File: config.mk
export PLATFORM = sky130hd
export DESIGN_NAME = stage_d_decode
export DESIGN_NICKNAME = d
export VERILOG_FILES = /design/src/rtl/stage_d_decode.sv
export SDC_FILE = /design/constraint.sdc
export NUM_CORES = 2
export LEC_CHECK = 0
export BUFFER_PORTS_ARGS = -buffer_cell sky130_fd_sc_hd__buf_2
export CORE_MARGIN = 5
export CORE_UTILIZATION = 40
export CTS_CLUSTER_DIAMETER = 50
export DETAILED_ROUTE_END_ITERATION = 16
export PLACE_DENSITY = 0.59
export SLEW_MARGIN = 40
export SYNTH_ARGS = -nofsm -noshare
export SYNTH_HDL_FRONTEND = slang
export SYNTH_SLANG_ARGS = --single-unit
File: constraint.sdc
create_clock -name clock -period 63.7 [get_ports clock]
set_input_delay 12.74 -clock clock [delete_from_list [all_inputs] [get_ports clock]]
set_output_delay 12.74 -clock clock [all_outputs]
set_load 0.05 [all_outputs]
File: src/rtl/stage_d_decode.sv
// Decode stage of a five-stage MIPS-I pipeline.
// Registers the fetched instruction, decodes its fields, and reads operands
// through X/M forwarding and a 32x32 register file. It also requests a fetch
// restart for direct jumps (J/JAL) so fetch can redirect early.
module stage_d_decode (
  input  logic        clock,
  input  logic        rst,
  // From fetch
  input  logic        i_valid,
  input  logic [31:0] i_instr,
  input  logic [31:0] i_pc,
  input  logic [31:0] i_npc,
  // X-stage result, used for forwarding
  input  logic        x_valid,
  input  logic [5:0]  x_wbr,
  input  logic [31:0] x_res,
  // M-stage writeback, used for forwarding and register file writes
  input  logic        m_valid,
  input  logic [31:0] m_pc,
  input  logic [5:0]  m_wbr,
  input  logic [31:0] m_res,
  input  logic        flush_D,
  // Decoded instruction
  output logic        d_valid,
  output logic [31:0] d_instr,
  output logic [31:0] d_pc,
  output logic [31:0] d_npc,
  output logic [5:0]  d_opcode,
  output logic [5:0]  d_fn,
  output logic [4:0]  d_rd,
  output logic [4:0]  d_sa,
  output logic [5:0]  d_rs,
  output logic [5:0]  d_rt,
  output logic [31:0] d_target,
  output logic [5:0]  d_wbr,
  output logic        d_has_delay_slot,
  output logic [31:0] d_op1_val,
  output logic [31:0] d_op2_val,
  output logic [31:0] d_rt_val,
  output logic [31:0] d_simm,
  output logic        d_restart,
  output logic [31:0] d_restart_pc,
  output logic        d_flush_X
);

  localparam logic [5:0] OP_SPECIAL = 6'h00;
  localparam logic [5:0] OP_REGIMM  = 6'h01;
  localparam logic [5:0] OP_J       = 6'h02;
  localparam logic [5:0] OP_JAL     = 6'h03;
  localparam logic [5:0] OP_ANDI    = 6'h0C;
  localparam logic [5:0] OP_ORI     = 6'h0D;
  localparam logic [5:0] OP_XORI    = 6'h0E;
  localparam logic [5:0] OP_LUI     = 6'h0F;
  localparam logic [5:0] OP_COP0    = 6'h10;
  localparam logic [5:0] FN_SLL     = 6'h00;
  localparam logic [5:0] FN_SRL     = 6'h02;
  localparam logic [5:0] FN_SRA     = 6'h03;
  localparam logic [5:0] FN_JR      = 6'h08;
  localparam logic [5:0] FN_JALR    = 6'h09;

  logic        r_valid;
  logic [31:0] r_instr;
  logic [31:0] r_pc;
  logic [31:0] r_npc;
  logic [31:0] r_regs [0:31];

  logic [5:0]  w_opcode;
  logic [5:0]  w_fn;
  logic [4:0]  w_rs5;
  logic [4:0]  w_rt5;
  logic [15:0] w_imm;
  logic [31:0] w_simm;
  logic [31:0] w_target;
  logic [5:0]  w_wbr;
  logic        w_has_ds;
  logic [31:0] w_rs_val;
  logic [31:0] w_rt_val;
  logic [31:0] w_op1;
  logic [31:0] w_op2;
  logic        w_is_jump;
  logic        w_rf_we;
  logic        w_unused;

  // Operand read: X result beats M result beats the register file; r0 is 0.
  function automatic logic [31:0] read_operand(
    input logic [5:0]  r,
    input logic        xv,
    input logic [5:0]  xw,
    input logic [31:0] xr,
    input logic        mv,
    input logic [5:0]  mw,
    input logic [31:0] mr,
    input logic [31:0] rf
  );
    if (r == 6'd0)             return 32'd0;
    else if (xv && (xw == r))  return xr;
    else if (mv && (mw == r))  return mr;
    else                       return rf;
  endfunction

  // Pipeline register: capture the fetched instruction every cycle.
  // NOTE: sequential state uses non-blocking (<=) so every flop samples pre-edge values.
  always_ff @(posedge clock or posedge rst) begin
    if (rst) begin
      r_valid <= 1'b0;
      r_instr <= '0;
      r_pc    <= '0;
      r_npc   <= '0;
    end else begin
      r_valid <= i_valid;
      r_instr <= i_instr;
      r_pc    <= i_pc;
      r_npc   <= i_npc;
    end
  end

  assign w_rf_we = m_valid && !m_wbr[5] && (m_wbr[4:0] != 5'd0);

  // Register file write port, fed by the M stage.
  // NOTE: the register file is cleared on reset because software relies on
  // registers reading 0 after reset; this keeps it in flops rather than a RAM macro.
  always_ff @(posedge clock or posedge rst) begin
    if (rst) begin
      for (int i = 0; i < 32; i++) r_regs[i] <= '0;
    end else if (w_rf_we) begin
      r_regs[m_wbr[4:0]] <= m_res;
    end
  end

  assign w_opcode  = r_instr[31:26];
  assign w_fn      = r_instr[5:0];
  assign w_rs5     = r_instr[25:21];
  assign w_rt5     = r_instr[20:16];
  assign w_imm     = r_instr[15:0];
  assign w_simm    = {{16{w_imm[15]}}, w_imm};
  assign w_is_jump = (w_opcode == OP_J) || (w_opcode == OP_JAL);
  assign w_target  = w_is_jump ? {r_npc[31:28], r_instr[25:0], 2'b00}
                               : r_npc + {w_simm[29:0], 2'b00};

  // Destination register selection by instruction class.
  // NOTE: every always_comb output gets a default first so no latch is inferred.
  always_comb begin
    w_wbr = 6'd0;
    case (w_opcode)
      OP_SPECIAL: if (w_fn != FN_JR) w_wbr = {1'b0, r_instr[15:11]};
      OP_REGIMM:  if (w_rt5 == 5'h10 || w_rt5 == 5'h11) w_wbr = 6'd31;
      OP_JAL:     w_wbr = 6'd31;
      6'h08, 6'h09, 6'h0A, 6'h0B, OP_ANDI, OP_ORI, OP_XORI, OP_LUI:
                  w_wbr = {1'b0, w_rt5};
      OP_COP0:    if (w_rs5 == 5'd0) w_wbr = {1'b0, w_rt5};
      6'h20, 6'h21, 6'h22, 6'h23, 6'h24, 6'h25, 6'h26:
                  w_wbr = {1'b0, w_rt5};
      default:    w_wbr = 6'd0;
    endcase
  end

  // Branches and jumps: all opcodes 1..7 plus register jumps JR/JALR.
  always_comb begin
    w_has_ds = 1'b0;
    if (w_opcode >= OP_REGIMM && w_opcode <= 6'h07)
      w_has_ds = 1'b1;
    else if (w_opcode == OP_SPECIAL && (w_fn == FN_JR || w_fn == FN_JALR))
      w_has_ds = 1'b1;
  end

  assign w_rs_val = read_operand({1'b0, w_rs5}, x_valid, x_wbr, x_res,
                                 m_valid, m_wbr, m_res, r_regs[w_rs5]);
  assign w_rt_val = read_operand({1'b0, w_rt5}, x_valid, x_wbr, x_res,
                                 m_valid, m_wbr, m_res, r_regs[w_rt5]);

  // ALU operand selection: shift amount, logical/upper immediates, or sign-extended.
  always_comb begin
    w_op1 = w_rs_val;
    if (w_opcode == OP_SPECIAL && (w_fn == FN_SLL || w_fn == FN_SRL || w_fn == FN_SRA))
      w_op1 = {27'd0, r_instr[10:6]};
    case (w_opcode)
      OP_SPECIAL:             w_op2 = w_rt_val;
      OP_ANDI, OP_ORI, OP_XORI: w_op2 = {16'd0, w_imm};
      OP_LUI:                 w_op2 = {w_imm, 16'd0};
      default:                w_op2 = w_simm;
    endcase
  end

  // The debug PC from M has no function here.
  assign w_unused = ^m_pc;

  assign d_valid          = r_valid;
  assign d_instr          = r_instr;
  assign d_pc             = r_pc;
  assign d_npc            = r_npc;
  assign d_opcode         = w_opcode;
  assign d_fn             = w_fn;
  assign d_rd             = r_instr[15:11];
  assign d_sa             = r_instr[10:6];
  assign d_rs             = {1'b0, w_rs5};
  assign d_rt             = {1'b0, w_rt5};
  assign d_target         = w_target;
  assign d_wbr            = w_wbr;
  assign d_has_delay_slot = w_has_ds;
  assign d_op1_val        = w_op1;
  assign d_op2_val        = w_op2;
  assign d_rt_val         = w_rt_val;
  assign d_simm           = w_simm;
  assign d_restart        = r_valid && !flush_D && w_is_jump;
  assign d_restart_pc     = w_target;
  assign d_flush_X        = 1'b0;

endmodule

# --- Yosys cells after proc, flatten, opt, wreduce, memory -nomap -nowiden ---
# Cells that the tools add are included.
# W data, S select, Z words.
op_classes:
  addsub: 1
  n_reduce_logical: 26
  eq_ne: 30
  bitwise: 3
  muxes: 24
  order_cmp: 6
ops:
  columns: ["operator", "n"]
  rows:
  - ["$bwmux W1024", 1]
  - ["$mux W32", 13]
  - ["$bmux W32 S5", 2]
  - ["$demux W32 S5", 1]
  - ["$pmux W32 S3", 1]
  - ["$eq A6 B4 Y1 const B", 10]
  - ["$eq A6 B6 Y1 const B", 7]
  - ["$add A32 B32 Y32", 1]
  - ["$pmux W6 S5", 1]
  - ["$eq A6 B2 Y1 const B", 4]
  - ["$eq A6 B5 Y1", 4]
  - ["$ge A6 B6 Y1 const B", 3]
  - ["$not A5 Y6", 3]
  - ["$mux W5", 3]
  - ["$reduce_or A15 Y1", 1]
  - ["$logic_and A1 B1 Y1", 12]
  - ["$logic_not A6 Y1", 2]
  - ["$eq A5 B5 Y1 const B", 2]
  - ["$logic_not A5 Y1", 2]
  - ["$eq A6 B1 Y1 const B", 1]
  - ["$eq A6 B5 Y1 const B", 1]
  - ["$ge A6 B1 Y1 const B", 1]
  - ["$le A6 B3 Y1 const B", 1]
  - ["$lt A6 B1 Y1 const B", 1]
  - ["other kinds (6)", 12]
word_totals:
  regBits: 1121
  input_bits: 210
  wordCells: 126

# --- Logic depth before layout (Yosys ltp) ---
logic_depth:
  depth_word: 8
  mapped_depth: 12
  depth_no_buf: 10

# --- Worst setup path after synthesis ---
# OpenSTA, ideal clock, no wires.
synth_path:
  path_type: "input port to output port"
  startpoint: "input port m_wbr[0]"
  endpoint: "output port d_op1_val[11]"
  required_ps: 50960
  setup_slack_ps: 36156
  arrival_time_ps: 14804
  path_buffers: 3
  cell_stages: 8
  path_cell_list: "clkbuf_1 > xor2_1 > nor4_1 > and3_1 > buf_2 > clkbuf_1 > a21oi_1 > o21ai_1"
synth_between:
  elab_chain_cells: 6
synth_lines:
  columns: ["element", "line", "rtl"]
  rows:
  - ["from (decl)", "20", "input logic [5:0] m_wbr,"]
  - ["$eq A6 B5 Y1", "97", "else if (mv && (mw == r)) return mr;"]
  - ["$logic_and A1 B1 Y1", "97", null]
  - ["$mux W32", "97", null]
  - ["$mux W32", "96", "else if (xv && (xw == r)) return xr;"]
  - ["$mux W32", "95", "if (r == 6'd0) return 32'd0;"]
  - ["$mux W32", "174", "if (w_opcode == OP_SPECIAL && (w_fn == FN_SLL || w_fn == FN_SRL || w_fn == FN_SRA))"]
  - ["to (decl)", "37", "output logic [31:0] d_op1_val,"]
# No other way between the ends.

# --- Worst setup path after layout ---
layout_path:
  startpoint: "input port m_valid"
  endpoint: "output port d_op2_val[25]"
layout_between:
  elab_chain_cells: 5
layout_lines:
  columns: ["element", "line", "rtl"]
  rows:
  - ["from (decl)", "18", "input logic m_valid,"]
  - ["$logic_and A1 B1 Y1", "97", null]
  - ["$mux W32", "97", null]
  - ["$mux W32", "96", null]
  - ["$mux W32", "95", null]
  - ["$pmux W32 S3", "176", "case (w_opcode)"]
  - ["to (decl)", "38", "output logic [31:0] d_op2_val,"]
# No other way between the ends.

==> out/metrics.csv <==
metric,value,unit
drv_slew,0,
io_buffers,505,
hold_buffers,0,
power.switching,656,uW
worstPathRequired,50.96,ns
finalSetupViolations,0,
internal-power,1.52,mW
grt_overflow,0,
cp_top_family,simple AND/OR/NAND/NOR gates,
clock-sinks,1121,
setup.worst_path.class,primary input to output port,
layout-drive-gt1-share,53.2,%
syn-cell-area,0.0610,mm^2
dieWidth,401,um
period_share,45.6,%
design.portCount,542,
pre_cts_slack,34.71,ns
worstMarginPinSlew,0.916,ns
mostFrequentLayoutCell,dfrtp_1,
syn_to_final_growth,14.9,%
final_cell_mix,"dfrtp_1 (1111), mux2_2 (782), mux4_2 (640)",
routedWlPerCell,32.5,um
skew,0,ns
avgSynthCellArea,15.0,um^2
ant_nets,0,
crit_path_frequent_cell,buf_2,
powerDensity,31.0,mW/mm^2
cts_tree,yes,
cts_buffer_depth,3,
fin_util,46.2,%
path_cells,buf_2 > nor2b_1 > nand3_4 > buf_4 > nor2_1 > a211oi_1 > a21oi_1 > o21ai_1 > buf_2,
p_leak,31.5,nW
gp_congestion,0.963,
hold_viol,0,
nets,4549,
cts_buffers,148,
vias,39600,
cts_setup_buffers,0,
slew_headroom,39.0,%
crit_buf_inv,3,
max_freq,34.5,MHz
grt_max_degree,145,
ys.flop_type,dfrtp_1,
synth.yosys.seq_area_share,46.0,%
crit_fanout,36,
setup_slack,34.68,ns
pwr-share-clk,39.5,%
pwr-share-seq,39.7,%
crit_path_end_kind,output port,
cts_resized,0,
cp_slowest_cell,a21oi_1,
yosys-top-cells-area,"dfrtp_1 (46%), mux4_2 (24%), mux2_2 (14%), mux2_1 (3.9%), clkbuf_1 (1.6%)",
grt_use_total,25.8,%
crit_arrival,16.28,ns
status,"complete, no violations",
pwr-share-comb,20.7,%
synth_warnings,0,
hold_path_class,flop to flop,
max_stage_delay,0.69,ns
drc,0,
grt_pass1_wl,302000,um
grt_setup_unrepaired,false,
fp.dieArea,0.161,mm^2
drt_iter0_drc,3632,
clk_latency,0.77,ns
power.share.switching,30.2,%
die_h,401,um
path_clk_slew,0.05,ns
synth_area_leader_cell,dfrtp_1,
drt_wl_total,210000,um
core_area,0.152,mm^2
dp_hpwl,129000,um
synth_edf_count,0,
drv_cap,0,
period_minus_slack,29.02,ns
root_buffer,clkbuf_16,
grt_pass1_vias,40700,
initial_core_util,40.2,%
r2r_cells,1,
num_rows,143,
start_kind,primary input,
drt_first_pass_iters,7,
hold_depth,0,
htree_levels,4,
synth.top_cell.area_share,46.0,%
synth-seq-cells,1121,
ys_types,69,
synthArstFlopShare,100,%
netlist_instances,4068,
peakVddDrop,26.9,uV
final.setup.tns,0,ns
antenna_found_initial,27,
via_per_inst,6.14,
worst-path-stages,9,
## path summary, 6_finish.rpt
check | start | to | slack [ns]
hold / removal | r_regs[1022] | r_regs[1022] | 0.39
setup reg to reg | r_regs[120] | r_regs[120] | 62.87
setup / recovery | m_valid | d_op2_val[25] | 34.68
min in group asynchronous | rst | d_pc[15] | 12.05
max in group asynchronous | rst | d_instr[22] | 48.48
hold reg to reg | r_regs[1022] | r_regs[1022] | 0.39
## Yosys cell counts, types with 7 or more instances
cell type / count
inv_1: 7
mux2_2: 782
ha_1: 29
and2_1: 8
nand2_1: 108
clkbuf_1: 256
xnor2_1: 19
a31oi_1: 8
xor2_1: 19
nor3_1: 10
mux4_2: 640
buf_6: 21
dfrtp_1: 1121
nor4_1: 7
o21ai_0: 27
buf_2: 74
nor2_1: 144
a21o_1: 7
a211oi_1: 37
o211ai_1: 7
nand3_1: 15
buf_1: 72
o21ai_1: 64
mux2i_1: 65
buf_4: 106
a21oi_1: 107
mux2_1: 210
nor3b_1: 8
## through the flow
stage / hold WS [ns] / std cells / power (mW) / instance area (um^2)
2_1_floorplan: 0.441 / 4071 / 1.20 / 61100
3_3_place_gp: 0.376 / 6168 / 1.31 / 64500
3_5_place_dp: 0.383 / 6185 / 1.32 / 65000
4_1_cts: 0.395 / 6448 / 2.19 / 70000
5_1_grt: 0.408 / 6454 / 2.26 / 70100
6_report: 0.391 / 6458 / 2.17 / 70100
## logic make-up (layout without fill, tap and decap cells)
| family | after synthesis | count (layout) | share of synthesized area [%] |
|---|---|---|---|
| compound gates | 298 | 298 | 2.92 |
| xor+xnor | 38 | 38 | 0.545 |
| fa+ha+maj | 30 | 30 | 0.627 |
| buf+inv | 536 | 887 | 4.36 |
| flops | 1121 | 1121 | 46.0 |
| mux | 1697 | 1697 | 43.0 |
| other cells | 1 | 10 | 0.00614 |
| simple gates | 347 | 347 | 2.61 |
## power by group through the flow
stage,combinational (mW),clock (mW),sequential [mW]
after global routing,0.477,0.904,0.874
after detailed placement,0.451,0,0.874
after CTS,0.452,0.875,0.862
after floorplan,0.335,0,0.864
final,0.451,0.860,0.864
after global placement,0.443,0,0.868
## sequential cells by signal, indices dropped and copies added, names as in the netlist
register / count
d_pc: 32
d_valid: 1
d_instr: 32
d_npc: 32
r_regs: 1024
## cell type report
| cell class | count | area, um^2 |
|---|---|---|
| antenna | 6 | 15.0 |
| tap | 2030 | 2540 |
| clock inverter | 76 | 877 |
| multi-input combinational | 2414 | 30800 |
| clock buffer | 187 | 4160 |
| inverter | 7 | 38.8 |
| timing repair buffer | 617 | 3620 |
| sequential | 1121 | 28100 |
| fill | 13400 | 81800 |
## routing by layer
metal | vias up | global-route usage (%) | wire [um]
met5 | - | 0 | 85
met4 | 14 | 9.85 | 8930
met3 | 396 | 5.83 | 15200
met2 | 1545 | 41.0 | 99300
met1 | 21600 | 34.8 | 86300
li1 | 16100 | - | -
Power figures use the tool's default switching activity.
